### src/rtl/traffic_light_monitor.sv
// traffic_light_monitor
// Receive-side checker for the intersection lamp bus. Each sample strobe
// decodes the six street lamps plus the pedestrian lamp back into a
// controller phase. It checks lamp consistency and phase-sequence legality,
// latches the first fault, counts completed cycles and flags each served
// pedestrian phase.
//
// Optional build macro TLM_PED_WAIT_CHECK_EN adds the ped_req_i input and a
// pending-request latch. With it, a request that was pending when RR2 was
// entered must be served by a PED phase. Otherwise the RR2->GR exit raises
// PED_SKIPPED.

module traffic_light_monitor #(
  parameter int MAX_HOLD = 8,
  parameter int CNT_W    = 8
) (
  input  logic             clk_i,
  input  logic             reset,
  input  logic             sample_i,
  input  logic             MG_i,
  input  logic             MY_i,
  input  logic             MR_i,
  input  logic             SG_i,
  input  logic             SY_i,
  input  logic             SR_i,
  input  logic             pedLight_i,
  input  logic             clear_fault_i,
`ifdef TLM_PED_WAIT_CHECK_EN
  input  logic             ped_req_i,
`endif
  output logic [2:0]       phase_o,
  output logic             fault_o,
  output logic [2:0]       fault_code_o,
  output logic [CNT_W-1:0] cycle_count_o,
  output logic             ped_served_o
);

  // Phase encoding seen on phase_o
  localparam logic [2:0] PH_GR  = 3'd0;
  localparam logic [2:0] PH_YR  = 3'd1;
  localparam logic [2:0] PH_RR1 = 3'd2;
  localparam logic [2:0] PH_RG  = 3'd3;
  localparam logic [2:0] PH_RY  = 3'd4;
  localparam logic [2:0] PH_RR2 = 3'd5;
  localparam logic [2:0] PH_PED = 3'd6;
  localparam logic [2:0] PH_BAD = 3'd7;

  // Fault codes seen on fault_code_o
  localparam logic [2:0] FC_NONE        = 3'd0;
  localparam logic [2:0] FC_CONFLICT    = 3'd1;
  localparam logic [2:0] FC_PED_LAMP    = 3'd2;
  localparam logic [2:0] FC_ILLEGAL     = 3'd3;
  localparam logic [2:0] FC_STUCK       = 3'd4;
  localparam logic [2:0] FC_PED_SKIPPED = 3'd5;

  // Hold counter saturates one above the limit, so it needs room for MAX_HOLD+1
  localparam int                HOLD_W     = $clog2(MAX_HOLD + 2);
  localparam logic [HOLD_W-1:0] HOLD_LIMIT = HOLD_W'(MAX_HOLD);
  localparam logic [HOLD_W-1:0] HOLD_SAT   = HOLD_W'(MAX_HOLD + 1);

  typedef enum logic [1:0] {
    ST_INIT,
    ST_TRACK,
    ST_FAULT
  } state_e;

  state_e            state_q;
  logic [2:0]        phase_q;
  logic              fault_q;
  logic [2:0]        fault_code_q;
  logic [CNT_W-1:0]  cycle_count_q;
  logic              ped_served_q;
  logic [HOLD_W-1:0] hold_q;

  logic [1:0]        mainCount;
  logic [1:0]        sideCount;
  logic              lampConflict;
  logic              pedLampErr;
  logic [2:0]        phase_d;
  logic              samePhase;
  logic              legalStep;
  logic              holdAtLimit;
  logic [HOLD_W-1:0] hold_d;
  logic              cycleDone;
  logic              pedEntry;
  logic              rr2Exit;
  logic              pedSkipped;
  logic [2:0]        trackCode;

  // Lamp consistency: exactly one lamp per street, never two non-red streets,
  // and the walk lamp only alongside all-red
  always_comb begin
    mainCount    = {1'b0, MG_i} + {1'b0, MY_i} + {1'b0, MR_i};
    sideCount    = {1'b0, SG_i} + {1'b0, SY_i} + {1'b0, SR_i};
    lampConflict = (mainCount != 2'd1) || (sideCount != 2'd1) ||
                   ((MG_i || MY_i) && (SG_i || SY_i));
    pedLampErr   = pedLight_i && (MG_i || MY_i || SG_i || SY_i);
  end

  // Decode the lamps into a phase; all-red needs the previous phase to tell RR1 from RR2
  always_comb begin
    phase_d = PH_BAD;
    if (!(lampConflict || pedLampErr)) begin
      if (MG_i && SR_i) begin
        phase_d = PH_GR;
      end else if (MY_i && SR_i) begin
        phase_d = PH_YR;
      end else if (MR_i && SG_i) begin
        phase_d = PH_RG;
      end else if (MR_i && SY_i) begin
        phase_d = PH_RY;
      end else if (MR_i && SR_i) begin
        if (pedLight_i) begin
          phase_d = PH_PED;
        end else if (phase_q == PH_YR) begin
          phase_d = PH_RR1;
        end else if ((phase_q == PH_RG) || (phase_q == PH_RY) || (phase_q == PH_RR2)) begin
          phase_d = PH_RR2;
        end
      end
    end
  end

  // Phase-sequence legality; repeating the current phase is always a legal step
  always_comb begin
    legalStep = (phase_d == phase_q) && (phase_d != PH_BAD);
    case (phase_q)
      PH_GR:   if (phase_d == PH_YR)  legalStep = 1'b1;
      PH_YR:   if (phase_d == PH_RR1) legalStep = 1'b1;
      PH_RR1:  if (phase_d == PH_RG)  legalStep = 1'b1;
      PH_RG:   if (phase_d == PH_RY)  legalStep = 1'b1;
      PH_RY:   if (phase_d == PH_RR2) legalStep = 1'b1;
      PH_RR2:  if ((phase_d == PH_GR) || (phase_d == PH_PED)) legalStep = 1'b1;
      PH_PED:  if (phase_d == PH_GR)  legalStep = 1'b1;
      default: ;
    endcase
  end

  // Hold counting and the transition events that drive the counters
  always_comb begin
    samePhase   = (phase_d == phase_q);
    holdAtLimit = (hold_q >= HOLD_LIMIT);
    if (!samePhase) begin
      hold_d = HOLD_W'(1);
    end else if (hold_q >= HOLD_SAT) begin
      hold_d = hold_q;
    end else begin
      hold_d = hold_q + HOLD_W'(1);
    end
    cycleDone = (phase_d == PH_GR) && ((phase_q == PH_RR2) || (phase_q == PH_PED));
    pedEntry  = (phase_d == PH_PED) && (phase_q == PH_RR2);
    rr2Exit   = (phase_d == PH_GR) && (phase_q == PH_RR2);
  end

`ifdef TLM_PED_WAIT_CHECK_EN
  logic pedPending_q;
  logic pedAtRr2_q;

  // Pedestrian request latch, plus a snapshot of it taken on entry into RR2
  always_ff @(posedge clk_i or posedge reset) begin
    if (reset) begin
      pedPending_q <= 1'b0;
      pedAtRr2_q   <= 1'b0;
    end else begin
      if (sample_i && !clear_fault_i) begin
        if ((phase_d == PH_RR2) && (phase_q != PH_RR2)) begin
          pedAtRr2_q <= pedPending_q;
        end
        if ((phase_d == PH_PED) && (phase_q != PH_PED)) begin
          pedPending_q <= 1'b0;
        end
      end
      if (ped_req_i) begin
        pedPending_q <= 1'b1;
      end
    end
  end

  assign pedSkipped = rr2Exit && pedAtRr2_q;
`else
  assign pedSkipped = 1'b0;
`endif

  // First-hit fault selection while tracking, highest priority first
  always_comb begin
    trackCode = FC_NONE;
    if (lampConflict) begin
      trackCode = FC_CONFLICT;
    end else if (pedLampErr) begin
      trackCode = FC_PED_LAMP;
    end else if (!legalStep) begin
      trackCode = FC_ILLEGAL;
    end else if (samePhase && holdAtLimit) begin
      trackCode = FC_STUCK;
    end else if (pedSkipped) begin
      trackCode = FC_PED_SKIPPED;
    end
  end

  // Monitor FSM with all outputs registered; clear_fault beats a coincident sample
  always_ff @(posedge clk_i or posedge reset) begin
    if (reset) begin
      state_q       <= ST_INIT;
      phase_q       <= PH_BAD;
      fault_q       <= 1'b0;
      fault_code_q  <= FC_NONE;
      cycle_count_q <= '0;
      ped_served_q  <= 1'b0;
      hold_q        <= '0;
    end else begin
      ped_served_q <= 1'b0;
      if (clear_fault_i) begin
        state_q      <= ST_INIT;
        fault_q      <= 1'b0;
        fault_code_q <= FC_NONE;
        hold_q       <= '0;
      end else if (sample_i) begin
        phase_q <= phase_d;
        case (state_q)
          ST_INIT: begin
            hold_q <= HOLD_W'(1);
            if (phase_d == PH_GR) begin
              state_q <= ST_TRACK;
            end else begin
              state_q      <= ST_FAULT;
              fault_q      <= 1'b1;
              fault_code_q <= FC_ILLEGAL;
            end
          end
          ST_TRACK: begin
            hold_q <= hold_d;
            if (trackCode != FC_NONE) begin
              state_q      <= ST_FAULT;
              fault_q      <= 1'b1;
              fault_code_q <= trackCode;
            end
            if (cycleDone) begin
              cycle_count_q <= cycle_count_q + CNT_W'(1);
            end
            if (pedEntry) begin
              ped_served_q <= 1'b1;
            end
          end
          ST_FAULT: begin
            hold_q <= hold_d;
            if (cycleDone) begin
              cycle_count_q <= cycle_count_q + CNT_W'(1);
            end
            if (pedEntry) begin
              ped_served_q <= 1'b1;
            end
          end
          default: begin
            state_q <= ST_INIT;
          end
        endcase
      end
    end
  end

  assign phase_o       = phase_q;
  assign fault_o       = fault_q;
  assign fault_code_o  = fault_code_q;
  assign cycle_count_o = cycle_count_q;
  assign ped_served_o  = ped_served_q;

endmodule

### config.mk
export PLATFORM = sky130hd
export DESIGN_NAME = traffic_light_monitor
export DESIGN_NICKNAME = d
export VERILOG_FILES = /design/src/rtl/traffic_light_monitor.sv
export SDC_FILE = /design/constraint.sdc
export NUM_CORES = 1
export LEC_CHECK = 0
export ABC_AREA = 1
export CAP_MARGIN = 25
export CORE_ASPECT_RATIO = 1.1
export CORE_UTILIZATION = 25
export CTS_CLUSTER_DIAMETER = 40
export DETAILED_ROUTE_END_ITERATION = 12
export PLACE_DENSITY = 0.47
export SLEW_MARGIN = 5
export SYNTH_ARGS = -nofsm -noshare
export SYNTH_HDL_FRONTEND = slang
export SYNTH_SLANG_ARGS = --single-unit
### constraint.sdc
create_clock -name clk_i -period 2.15 [get_ports clk_i]
set_input_delay 0.645 -clock clk_i [delete_from_list [all_inputs] [get_ports clk_i]]
set_output_delay 0.645 -clock clk_i [all_outputs]
set_load 0.005 [all_outputs]
; Word level (Yosys, flattened, before mapping)
; Cells that the tools add are included.
[op_classes]
multipliers = 0
n_mux = 45
n_eq_ne = 22
n_addsub = 6
bitwise = 1
n_div = 0
n_shift = 0
n_reduce_logical = 35
order_cmp = 2
[op_table]
columns = op, count
row1 = $mux W3, 16
row2 = $eq A3 B3 Y1 const B, 6
row3 = $mux W4, 4
row4 = $mux W1, 15
row5 = $eq A3 B2 Y1 const B, 4
row6 = $logic_and A1 B1 Y1, 11
row7 = $logic_or A1 B1 Y1, 11
row8 = $mux W2, 5
row9 = $ne A3 B3 Y1 const B, 3
row10 = $reduce_bool A3 Y1, 3
row11 = $add A8 B1 Y8 const B, 1
row12 = $ge A4 B4 Y1 const B, 2
row13 = $pmux W4 S2, 1
row14 = $reduce_and A4 Y1, 2
row15 = $pmux W1 S7, 1
row16 = $eq A3 B1 Y1 const B, 2
row17 = $logic_not A3 Y1, 2
row18 = $pmux W2 S3, 1
row19 = $pmux W3 S2, 1
row20 = $reduce_and A3 Y1, 2
row21 = $add A1 B1 Y2, 2
row22 = $add A2 B1 Y2, 2
row23 = $add A4 B1 Y4 const B, 1
row24 = $ne A2 B1 Y1 const B, 2
row25 = other kinds (11), 11
[word_totals]
elab_cells = 118
latch_bits = 0
mem_bits_ro = 0
ff_bits = 22
n_memories = 0
mem_bits_rw = 0

; Longest topological paths before layout
[logic_depth]
ltp_word = 24
depth_mapped = 20
mapped_depth_nobuf = 20

; Worst setup path before layout
; No wires, ideal clock.
[synth_timing]
path_type = in2reg
start = in SG_i
end = reg cycle_count_q[7] (netlist: cycle_count_o[7])
path_slack_ps = -483
t_arrival_ps = 2510
setup_ps = 123
path_stages = 15
required_ps = 2027
path_cell_list = inv_1 -> fa_1 -> inv_1 -> nand2_1 -> nor2_1 -> nand2_2 -> nor2_4 -> buf_6 -> nand4_1 -> nand3b_4 -> nor2_4 -> nand2_2 -> nor2_4 -> nand3_1 -> xor2_1
[synth_between]
elab_chain_cells = 10
word_cells_on_any_way = 19
classes_between = 2 x add/sub / 1 x eq/ne / 4 x mux / 12 x reduce/logical
[synth_rtl]
columns = item, line_no
row1 = from (decl), 23  ; input logic SG_i,
row2 = $add A1 B1 Y2, 94  ; sideCount = {1'b0, SG_i} + {1'b0, SY_i} + {1'b0, SR_i};
row3 = $add A2 B1 Y2, 94
row4 = $ne A2 B1 Y1, 95  ; lampConflict = (mainCount != 2'd1) || (sideCount != 2'd1) ||
row5 = $logic_or A1 B1 Y1 (2 in a row), 95
row6 = $logic_or A1 B1 Y1, 103  ; if (!(lampConflict || pedLampErr)) begin
row7 = $mux W3 (*), 103
row8 = $logic_not A3 Y1 (*), 150  ; cycleDone = (phase_d == PH_GR) && ((phase_q == PH_RR2) || (phase_q == PH_PED));
row9 = $logic_and A1 B1 Y1 (*), 150
row10 = $reduce_and A4 Y1 (no source line) (*), -
row11 = to (signal assigned), 238  ; cycle_count_q <= cycle_count_q + CNT_W'(1);
row12 = to (signal assigned), 247  ; cycle_count_q <= cycle_count_q + CNT_W'(1);
row13 = to (decl), 71  ; logic [CNT_W-1:0] cycle_count_q;
; Every way passes the cells marked *; elsewhere a longest branch is shown, timed or not.
; A chain may end at the register's enable or synchronous reset.

; Worst setup path after layout
[layout_timing]
start = in MY_i
end = reg fault_code_q[1] (netlist: fault_code_o[1])
[layout_between]
elab_chain_cells = 18
word_cells_on_any_way = 47
classes_between = 2 x add/sub / 11 x eq/ne / 19 x mux / 15 x reduce/logical
[layout_rtl]
columns = item, line_no
row1 = from (decl), 21  ; input logic MY_i,
row2 = $add A1 B1 Y2, 93  ; mainCount = {1'b0, MG_i} + {1'b0, MY_i} + {1'b0, MR_i};
row3 = $add A2 B1 Y2, 93
row4 = $ne A2 B1 Y1, 95
row5 = $logic_or A1 B1 Y1 (2 in a row), 95
row6 = $logic_or A1 B1 Y1, 103
row7 = $mux W3, 103
row8 = $eq A3 B3 Y1 (tied with other cells), "126, 141"
row9 = $logic_and A1 B1 Y1 or $logic_or A1 B1 Y1 (tied branches), "126, 133"
row10 = $mux W1 (tied with other cells), 134  ; PH_PED: if (phase_d == PH_GR) legalStep = 1'b1;
row11 = $pmux W1 S7, 127  ; case (phase_q)
row12 = $mux W3, 191  ; end else if (!legalStep) begin
row13 = $mux W3, 189  ; end else if (pedLampErr) begin
row14 = $mux W3, 187  ; if (lampConflict) begin
row15 = $mux W3, 232  ; if (trackCode != FC_NONE) begin
row16 = $pmux W3 S2, 219  ; case (state_q)
row17 = $mux W3, 217  ; end else if (sample_i) begin
row18 = $mux W3, 212  ; if (clear_fault_i) begin
row19 = to (signal assigned), 235  ; fault_code_q <= trackCode;
row20 = to (decl), 70  ; logic [2:0] fault_code_q;
; Several ways; a longest one is shown, not always the timed one. The select of a mux whose other input is x is not followed.

==> impl_results.md <==
- Critical-path maximum fanout: 7
- Via count: 1,881
- Final Hold Vio Count: 0
- Placed insts: 442
- Critical path arrival: 2.82 ns
- Clock transition at the registers of the reported paths: 0.08 ns
- Tcrit/Tclk final: 124%
- Number of instances in the synthesized netlist: 263
- Placed inst area: 0.00271 sq mm
- Type of element launching the critical path: primary input
- Final GP Congestion: 0.884
- Die X: 85.9 um
- I/O Pins: 27
- Maximum achievable frequency: 376 MHz
- Clock share of power: 24.2%
- Design internal power: 0.830 mW
- Number of antenna violations at the first check in global routing: 0
- Clock root buffer master: sky130_fd_sc_hd__clkbuf_8
- Placement Setup Slack: -1.10 ns
- Worst-case clock skew: 0.00313 ns
- Leakage power figure: 1.53 nW
- RSZ-0062 raised after global routing: yes
- Distinct cells, synth: 33
- Category of the critical setup timing path: primary input to flip-flop
- Post-Route WL: 4700 um
- Leading cell types in the layout, fill and taps excluded: sky130_fd_sc_hd__buf_4 (57), sky130_fd_sc_hd__nand2_1 (52), sky130_fd_sc_hd__inv_1 (38)
- Final min period: 2.66 ns
- Vias in the first global route: 1,833
- Critical R2R Launch: phase_o[0]$_DFFE_PP1P_
- Die Ht: 94.3 um
- Violated checks: setup timing
- Number of clock sinks seen by CTS: 22
- Final net count: 375
- Slew at the pin closest to its max-slew limit: 0.304 ns
- Leading cell types by total area after synthesis: sky130_fd_sc_hd__dfrtp_1 (25%), sky130_fd_sc_hd__nand2_1 (11%), sky130_fd_sc_hd__inv_1 (7.9%)
- Quantity of hold-fixing buffers added after cts: 0
- Endpoint of the worst setup timing path: fault_code_o[1]$_DFFE_PP0P_
- Pre-antenna DRT Iters: 4
- Initial Utilization: 25.9%
- Site row count: 33
- Proportion of synthesized chip area in sequential cells: 28.6%
- Logic depth of the worst register-to-register path: 14
- Result of the run: finished with violations
- Yosys top cell area share: 24.5%
- Cell Count, Final, Fillers Out: 458
- Number of buffers added by the clock tree synthesis step: 3
- Sum of internal, switching and leakage power: 1.25 mW
- Combined area of all synthesized cells: 0.00194 sq mm
- Area delta synth->final: 51.6%
- Setup slack of the critical path after layout: -0.509 ns
- Power per Cell Area: 427 mW/mm^2
- Overall track demand over capacity in global routing: 12.6%
- Post-DR vias/cell: 4.11
- # H-tree levels: 1
- Number of pins with negative max-slew slack in the final report: 0
- Number of nets with antenna violations after routing: 0
- Crit path capture type: flip-flop
- Finished Core Util: 39.3%
- Sequential fraction of design power: 37.1%
- Cell taking the most area after synthesis: sky130_fd_sc_hd__dfrtp_1
- Antenna fix cells: 0
- Later-pin clock latency in the skew report: 0.26 ns
- Number of remaining DRC errors: 0
- Violation count after the first detailed-route iteration: 37
- Total die area: 0.00810 sq mm
- Final non-filler cell area: 0.00294 sq mm
- Remaining global-route overflow: 0
- Standard cell core area: 0.00747 sq mm
- Switch Pwr: 0.424 mW
- Dpl hpwl: 3840 um
- Internal reg-to-reg setup slack: 0.01 ns
- Post-synthesis net count: 284
- Hold slack final: 0.496 ns
- Largest net degree at the start of global routing: 23
- Sw Share: 33.8%
- CP required: 2.31 ns
- Clock tree from TritonCTS: built
- Type of the worst min-delay path: flip-flop to flip-flop
- Count of final setup violators: 18
- Post-route setup TNS: -6.56 ns
- Detailed-route wire length per cell: 10.3 um
- Per-instance average area after synthesis: 7.36 sq um
- Count of synthesis-stage warnings from yosys: 0
- Leading cell type in the layout, fill and taps excluded: sky130_fd_sc_hd__buf_4
- End of the worst register-to-register path: fault_code_o[1]$_DFFE_PP0P_
- Number of buffers between clock root and the deepest sink: 2
- IO Port Bufs: 26
- Start point of the worst hold path: fault_code_o[0]$_DFFE_PP0P_
- Global-route wire length before repair: 8050 um
- Max_cap viols: 0
- Maximum vdd ir drop: 0.104 mV
- Combinational Power Share: 38.7%
- Register bit count reported by yosys: 22
- Tightest slew margin relative to the limit: 79.8%
- Critical path origin: MY_i
- Share of layout cells above drive strength 1: 41.9%
## registers in the layout, indices dropped and copies added, names as in the netlist
| register | cells |
|---|---|
| ped_served_o | 1 |
| state_q | 2 |
| hold_q | 4 |
| cycle_count_o | 8 |
| fault_o | 1 |
| fault_code_o | 3 |
| phase_o | 3 |
## cells by family (layout without fill, tap and decap cells)
kind of cell    after synthesis  after routing  synth area share [%]
fa+ha+maj                    10             10                  7.24
buf+inv                      50            140                  10.2
flops                        22             22                  28.6
simple gates                150            150                  43.0
compound gates               23             23                  6.91
xor+xnor                      8              8                  4.01
## synth_stat cells (all sizes together)
| cell type | number |
|---|---|
| nor4 | 1 |
| ha | 8 |
| nand3 | 26 |
| xor2 | 5 |
| a21oi | 11 |
| buf | 1 |
| xnor2 | 3 |
| nand3b | 3 |
| a31oi | 1 |
| fa | 2 |
| nand4 | 4 |
| nor3 | 3 |
| o31ai | 1 |
| inv | 48 |
| o21ai | 10 |
| clkbuf | 1 |
| nand2 | 83 |
| dfrtp | 19 |
| nor2 | 30 |
| dfstp | 3 |
## routing by layer
metal / share of wire, % / vias to the layer above / global-route usage, %
met5: 0 / - / 0
met2: 48 / 32 / 22.0
met1: 46 / 840 / 15.4
met3: 3.0 / 11 / 2.11
met4: 2.4 / 0 / 5.14
li1: - / 998 / -
## worst max-delay path: stages
cell	delay (ns)
sky130_fd_sc_hd__buf_6	0.10
sky130_fd_sc_hd__fa_1	0.52
sky130_fd_sc_hd__nand2_1	0.05
sky130_fd_sc_hd__nor2_1	0.13
sky130_fd_sc_hd__nand2_2	0.09
sky130_fd_sc_hd__nor2_4	0.23
sky130_fd_sc_hd__nand2_4	0.14
sky130_fd_sc_hd__xor2_4	0.18
sky130_fd_sc_hd__nand2_4	0.08
sky130_fd_sc_hd__nor2_4	0.15
sky130_fd_sc_hd__nand2_2	0.11
sky130_fd_sc_hd__buf_4	0.14
sky130_fd_sc_hd__nand3_1	0.07
sky130_fd_sc_hd__a21oi_1	0.07
sky130_fd_sc_hd__nand2_1	0.07
sky130_fd_sc_hd__nand2_1	0.05
## timing repair
| action | 4_1_cts | 5_1_grt |
|---|---|---|
| pin swaps | 15 | 14 |
| resized for setup | 37 | 17 |
| setup endpoints to repair | 22 | 20 |
| setup buffers | 9 | 4 |
## layout make-up
cell class | instances | area (sq um)
timing repair buffer | 88 | 736
fill | 791 | 4540
sequential | 22 | 554
multi-input combinational | 191 | 1270
inverter | 48 | 188
clock buffer | 4 | 55.1
tap | 105 | 131
## power by group through the flow
stage / combinational, mW / sequential [mW] / clock (mW)
after global routing: 0.540 / 0.468 / 0.336
after CTS: 0.473 / 0.465 / 0.322
after global placement: 0.466 / 0.473 / 0
after floorplan: 0.260 / 0.473 / 0
after detailed placement: 0.466 / 0.472 / 0
final: 0.485 / 0.465 / 0.304
## how the worst min path moves through the flow
stage / endpoint / depth (start not counted)
after floorplan: fault_code_o[2]$_DFFE_PP0P_ / 2
after global placement: fault_code_o[2]$_DFFE_PP0P_ / 2
after detailed placement: fault_code_o[0]$_DFFE_PP0P_ / 2
after CTS: fault_code_o[0]$_DFFE_PP0P_ / 2
after global routing: fault_code_o[2]$_DFFE_PP0P_ / 2
final: fault_code_o[0]$_DFFE_PP0P_ / 2
Power figures use the tool's default switching activity.
